--- src/rtl/vblank_frame_pacer.sv ---
// vblank_frame_pacer: paces game updates from the VGA vertical sync.
// Synchronizes the raw VS, turns each falling edge into a frame event and
// sequences IDLE -> UPDATING -> READY, issuing one frame_tick per frame.
// publish_en is high only while the game state is complete (READY).
// Optional feature macro: VBLANK_FRAME_PACER_WATCHDOG_EN adds a VS-loss
// watchdog that injects synthetic frame events every TIMEOUT_CYCLES cycles.
`timescale 1ns/1ps

module vblank_frame_pacer #(
    parameter int unsigned SYNC_STAGES    = 2,
    parameter int unsigned TIMEOUT_CYCLES = 1_700_000
) (
    input  logic        clk,
    input  logic        rst_n_debounced,
    input  logic        vs_in,
    input  logic        upd_done,
    output logic        frame_tick,
    output logic        publish_en,
    output logic [15:0] frame_cnt,
    output logic [7:0]  overrun_cnt,
    output logic        vs_lost
);

    localparam int unsigned FRAME_CNT_W   = 16;
    localparam int unsigned OVERRUN_CNT_W = 8;

    typedef enum logic [1:0] {
        IDLE     = 2'd0,
        UPDATING = 2'd1,
        READY    = 2'd2
    } state_e;

    // Reject parameter values the synchronizer and watchdog cannot honour
    if (SYNC_STAGES < 2 || TIMEOUT_CYCLES < 2) begin : g_bad_params
        $error("vblank_frame_pacer: SYNC_STAGES and TIMEOUT_CYCLES must be >= 2");
    end

    logic [SYNC_STAGES-1:0] vs_sync_q, vs_sync_d;
    logic                   vs_hist_q, vs_hist_d;
    logic                   ev_real_c;
    logic                   wd_hit_c;
    logic                   ev_c;

    state_e                   state_q, state_d;
    logic                     frame_tick_q, frame_tick_d;
    logic                     publish_en_q, publish_en_d;
    logic [FRAME_CNT_W-1:0]   frame_cnt_q, frame_cnt_d;
    logic [OVERRUN_CNT_W-1:0] overrun_cnt_q, overrun_cnt_d;
    logic                     vs_lost_q, vs_lost_d;

    // Shift VS into the synchronizer; history flop trails the last stage
    always_comb begin
        vs_sync_d = {vs_sync_q[SYNC_STAGES-2:0], vs_in};
        vs_hist_d = vs_sync_q[SYNC_STAGES-1];
    end

    // Synchronizer flops idle high so reset release never looks like an edge
    always_ff @(posedge clk or negedge rst_n_debounced) begin
        if (!rst_n_debounced) begin
            vs_sync_q <= '1;
            vs_hist_q <= 1'b1;
        end else begin
            vs_sync_q <= vs_sync_d;
            vs_hist_q <= vs_hist_d;
        end
    end

    // Falling edge of synchronized VS marks the start of vblank
    assign ev_real_c = vs_hist_q & ~vs_sync_q[SYNC_STAGES-1];

`ifdef VBLANK_FRAME_PACER_WATCHDOG_EN
    localparam int unsigned WD_W = $clog2(TIMEOUT_CYCLES);

    logic [WD_W-1:0] wd_cnt_q, wd_cnt_d;

    assign wd_hit_c = (wd_cnt_q == WD_W'(TIMEOUT_CYCLES - 1));

    // Watchdog restarts on every real edge and on its own timeout
    always_comb begin
        wd_cnt_d  = wd_cnt_q + WD_W'(1);
        vs_lost_d = vs_lost_q;
        if (ev_real_c || wd_hit_c) begin
            wd_cnt_d = '0;
        end
        if (ev_real_c) begin
            vs_lost_d = 1'b0;
        end else if (wd_hit_c) begin
            vs_lost_d = 1'b1;
        end
    end

    // Watchdog cycle counter
    always_ff @(posedge clk or negedge rst_n_debounced) begin
        if (!rst_n_debounced) begin
            wd_cnt_q <= '0;
        end else begin
            wd_cnt_q <= wd_cnt_d;
        end
    end
`else
    assign wd_hit_c  = 1'b0;
    assign vs_lost_d = 1'b0;
`endif

    // Real and synthetic events are handled identically by the FSM
    assign ev_c = ev_real_c | wd_hit_c;

    // Next-state and output logic for the pacing FSM
    always_comb begin
        state_d       = state_q;
        frame_tick_d  = 1'b0;
        frame_cnt_d   = frame_cnt_q;
        overrun_cnt_d = overrun_cnt_q;

        unique case (state_q)
            IDLE: begin
                if (ev_c) begin
                    state_d      = UPDATING;
                    frame_tick_d = 1'b1;
                    frame_cnt_d  = frame_cnt_q + FRAME_CNT_W'(1);
                end
            end
            UPDATING: begin
                if (ev_c && upd_done) begin
                    // Done and edge together: accept the done, start next frame
                    frame_tick_d = 1'b1;
                    frame_cnt_d  = frame_cnt_q + FRAME_CNT_W'(1);
                end else if (ev_c) begin
                    // Update missed this vblank: keep waiting, count the miss
                    if (overrun_cnt_q != '1) begin
                        overrun_cnt_d = overrun_cnt_q + OVERRUN_CNT_W'(1);
                    end
                end else if (upd_done) begin
                    state_d = READY;
                end
            end
            READY: begin
                if (ev_c) begin
                    state_d      = UPDATING;
                    frame_tick_d = 1'b1;
                    frame_cnt_d  = frame_cnt_q + FRAME_CNT_W'(1);
                end
            end
            default: begin
                state_d = IDLE;
            end
        endcase

        publish_en_d = (state_d == READY);
    end

    // State register and registered outputs
    always_ff @(posedge clk or negedge rst_n_debounced) begin
        if (!rst_n_debounced) begin
            state_q       <= IDLE;
            frame_tick_q  <= 1'b0;
            publish_en_q  <= 1'b0;
            frame_cnt_q   <= '0;
            overrun_cnt_q <= '0;
            vs_lost_q     <= 1'b0;
        end else begin
            state_q       <= state_d;
            frame_tick_q  <= frame_tick_d;
            publish_en_q  <= publish_en_d;
            frame_cnt_q   <= frame_cnt_d;
            overrun_cnt_q <= overrun_cnt_d;
            vs_lost_q     <= vs_lost_d;
        end
    end

    assign frame_tick  = frame_tick_q;
    assign publish_en  = publish_en_q;
    assign frame_cnt   = frame_cnt_q;
    assign overrun_cnt = overrun_cnt_q;
    assign vs_lost     = vs_lost_q;

endmodule
--- config.mk ---
export PLATFORM = sky130hd
export DESIGN_NAME = vblank_frame_pacer
export DESIGN_NICKNAME = d
export VERILOG_FILES = /design/src/rtl/vblank_frame_pacer.sv
export SDC_FILE = /design/constraint.sdc
export NUM_CORES = 1
export LEC_CHECK = 0
export ABC_AREA = 0
export ABC_CLOCK_PERIOD_IN_PS = 1900
export CAP_MARGIN = 5
export CORE_ASPECT_RATIO = 2
export CORE_MARGIN = 4
export CORE_UTILIZATION = 49
export DETAILED_ROUTE_END_ITERATION = 12
export GPL_ROUTABILITY_DRIVEN = 1
export GPL_TIMING_DRIVEN = 0
export PLACE_DENSITY_LB_ADDON = 0.3
export SYNTH_ARGS = -nofsm -noshare
export SYNTH_HDL_FRONTEND = slang
export SYNTH_SLANG_ARGS = --single-unit
--- constraint.sdc ---
create_clock -name clk -period 1.9 [get_ports clk]
set_input_delay 0.38 -clock clk [delete_from_list [all_inputs] [get_ports clk]]
set_output_delay 0.38 -clock clk [all_outputs]
set_load 0.03 [all_outputs]
==> key figures, run 1 <==
Critical path
  • Delay-heaviest family, CP: buffers and inverters
  • Crit-path cells: clkdlybuf4s50_1
  • CP Class: flop to output port
  • Reg2Reg Setup Slack: 0.08 ns
  • CP max stage cell: clkdlybuf4s50_1
  • Crit path launch type: flop
  • CP peak stage delay: 0.72 ns
  • CP max FO: 6
  • Critical Path AT: 1.46 ns
  • Worst path bufs/invs: 1
  • CP startpoint: frame_cnt[0]$_DFFE_PN0P_
  • Worst setup EP type: output port
  • CP required: 1.52 ns
  • Worst R2R Start: vs_hist_q$_DFF_PN1_

Die
  • Die height: 84.1 microns
  • Core Area: 0.00277 sq mm
  • Row cnt: 27
  • I/O pins: 31
  • Die width: 46.1 microns
  • Die Area: 0.00388 sq mm
  • Initial Util: 51.3%

Final layout
  • Share of layout cells above drive strength 1: 12.4%
  • # nets final: 158
  • Fill cells: 212
  • Multi-input gate area: 629 sq um
  • P&R area growth vs syn: 31.2%
  • FF/Latch Area: 779 sq um
  • Number of diodes: 0

Global routing
  • Initial antenna violation count: 0
  • Tot GR Track Use: 17.8%
  • Total gr overflow: 0
  • First-pass GRT wire length: 5050 microns
  • Number of global-route vias before repair: 1108
  • Largest net degree at the start of global routing: 20

Synth
  • Synth Area in Compound Gates: 5.11%
  • Largest family of logic cells by synthesized area: simple AND/OR/NAND/NOR gates
  • Yosys reg bits: 31
  • Cell variety after synth: 28
  • Mux cell area share after synthesis: 5.46%
  • Post-Synth Adder-Cell Area: 1.76%
  • Mapped cell area: 0.00142 sq mm
  • Synth Area per Inst: 12.3 sq um
  • Syn Inst Count: 115
  • Xor and xnor area share after synthesis: 10.5%
  • Post-Synthesis Net Count: 121
  • Seq/Total Area, Yosys: 54.9%
  • Synth warn: 0
  • Simple-gate portion of the synthesized area: 21.2%

Timing
  • Clock skew: 0.00586 ns
  • Final period utilization: 96.8%
  • Worst slew pin tran: 0.659 ns
  • Max_slew headroom: 55.9%
  • Max frequency: 0.544 GHz
  • Fin. Hold Viols: 0
  • RSZ-0062 raised after global routing: false
  • Endpoints failing setup: 0
  • Worst hold margin: 0.360 ns
  • Final Max Tran Viols: 0
  • Min cycle time layout: 1.84 ns

CTS
  • Root Buffer: clkbuf_8
  • Clock transition at path regs: 0.07 ns
  • CTS tree: yes
  • # H-tree levels: 2
  • Worst-Skew Late Latency: 0.29 ns
  • Post-CTS sizing: 0
  • Post-CTS setup buffer count: 0
  • Clock buffer depth: 2
  • Hold_buf cts: 0
  • Clock Sinks: 31
  • Cts bufs inserted: 5

Pwr
  • Net load switching power: 0.708 mW
  • Pleak: 0.774 nW
  • Peak supply drop: 0.582 mV
  • P_int: 1.26 mW
  • PD cells: 1060 mW/mm^2
  • Logic pwr share: 29.0%
  • Switching Share: 35.9%
  • Total Power: 1.97 mW
  • Clk network pwr share: 26.1%
  • Reg power frac: 44.9%

Route
  • Residual DRC: 0
  • Pre-antenna DRT Iters: 4
  • ANT nets after route: 0
  • Total wire length: 2880 microns
  • DR vias: 1006
  • Initial drt markers: 11
  • DR vias/cell: 5.53
  • Routed WL per cell: 15.8 microns

Placed design
  • Placed wire-length estimate: 2150 microns
  • Routability cong.: 0.801
  • IO Port Bufs: 29

Worst hold path
  • Worst min-delay path class: flop to flop
  • Worst Hold Launch: vs_sync_q[0]$_DFF_PN1_

Flow run
  • Max-cap violations: 0

Status
  • Outcome: complete, no violations
[flip-flops by register name, indices dropped and copies added, names as in the netlist]
register / count
state_q: 2
vs_hist_q: 1
frame_tick: 1
publish_en: 1
vs_sync_q: 2
overrun_cnt: 8
frame_cnt: 16
[worst register-to-register path, delay by kind of cell (launching register included)]
| kind | cells | cell delay [ns] |
|---|---|---|
| AND/OR/NAND/NOR | 2 | 0.62 |
| flip-flops | 1 | 0.53 |
| AO/OA/AOI/OAI | 1 | 0.41 |
| XOR/XNOR | 1 | 0.15 |
[power groups by stage]
stage | combinational [mW] | clock [mW] | sequential [mW]
final | 0.571 | 0.515 | 0.884
after global routing | 0.612 | 0.563 | 0.907
after CTS | 0.583 | 0.527 | 0.888
after detailed placement | 0.579 | 0 | 0.898
after global placement | 0.557 | 0 | 0.888
after floorplan | 0.160 | 0 | 1.05
[final timing paths]
| check | endpoint | cells past startpoint |
|---|---|---|
| max | frame_cnt[0] | 1 |
| min | vs_sync_q[1]$_DFF_PN1_ | 0 |
| max reg2reg | frame_cnt[7]$_DFFE_PN0P_ | 4 |
| min reg2reg | vs_sync_q[1]$_DFF_PN1_ | 0 |
| max in group asynchronous | frame_cnt[0]$_DFFE_PN0P_ | 2 |
| min in group asynchronous | state_q[1]$_DFF_PN0_ | 1 |
[cell usage in the layout (no fill, tap or decap), types with 3 or more instances in the layout]
cell and instances:
and3_1 5, dfstp_2 3, and2_1 5, nand3_1 14, xor2_1 5, clkdlybuf4s50_1 29, clkbuf_8 5, dfrtp_1 28
xnor2_1 12, nand2b_1 3, nand4_1 4, mux2_1 6, nand2_1 10
[cell families (layout without fill, tap and decap cells)]
group	Yosys count	after routing
other cells	1	1
flops	31	31
compound gates	6	6
fa+ha+maj	2	2
xor+xnor	17	17
buf+inv	2	40
simple gates	49	49
mux	7	7
[cell usage after synthesis]
| library cell | instances | area share [%] |
|---|---|---|
| a2111oi_4 | 1 | 1.9 |
| a211oi_4 | 1 | 1.4 |
| a21oi_1 | 2 | 0.70 |
| a22oi_1 | 1 | 0.53 |
| and2_1 | 5 | 2.2 |
| and3_1 | 5 | 2.2 |
| and4_1 | 1 | 0.62 |
| buf_4 | 1 | 0.53 |
| clkbuf_1 | 1 | 0.26 |
| conb_1 | 1 | 0.26 |
| dfrtp_1 | 28 | 49 |
| dfstp_2 | 3 | 5.6 |
| ha_1 | 2 | 1.8 |
| mux2_1 | 6 | 4.8 |
| mux2i_1 | 1 | 0.70 |
| nand2_1 | 10 | 2.6 |
| nand2b_1 | 3 | 1.3 |
| nand2b_4 | 2 | 1.9 |
| nand3_1 | 14 | 4.9 |
| nand3b_1 | 1 | 0.53 |
| nand4_1 | 4 | 1.8 |
| nor2_1 | 1 | 0.26 |
| nor3_2 | 1 | 0.70 |
| nor4_4 | 1 | 1.5 |
| o21a_1 | 1 | 0.53 |
| or3b_1 | 1 | 0.62 |
| xnor2_1 | 12 | 7.4 |
| xor2_1 | 5 | 3.1 |
[per-layer routing]
layer,vias to the layer above,global-route usage (%),part of all wire [%]
met5,-,0,0
met4,0,9.07,2.9
met3,8,6.01,5.6
met2,29,29.5,57
met1,500,18.9,34
li1,469,-,-
[cell type report]
type	count	share of cell area (%)
tap	29	1.95
multi-input combinational	82	33.8
timing repair buffer	30	17.1
clock buffer	5	3.69
sequential	31	41.8
clock inverter	3	1.07
buffer	2	0.604
[metrics by stage]
step                util, %  setup WS (ns)  instance area [sq um]  TNS (ns)  std cells
global route           67.3        0.00182                   1860         0        182
global placement       63.1         -0.181                   1750     -2.81        173
CTS                    67.3         0.0443                   1860         0        182
finish                 67.3         0.0612                   1860         0        182
floorplan                 -          0.160                   1420         0        115
detailed placement     64.0         -0.185                   1770    -0.606        174
No activity file was read; power rests on OpenSTA's default activity.
==> run 2, diff against run 1 <==
--- a/config.mk
+++ b/config.mk
@@ -7,7 +7,7 @@
 export LEC_CHECK = 0
 export ABC_AREA = 0
 export ABC_CLOCK_PERIOD_IN_PS = 1900
-export CAP_MARGIN = 5
+export CAP_MARGIN = 20
 export CORE_ASPECT_RATIO = 2
 export CORE_MARGIN = 4
 export CORE_UTILIZATION = 49
==> results of run 2 <==
Same layout as run 1: the final DEF is identical, and so are final timing and power.
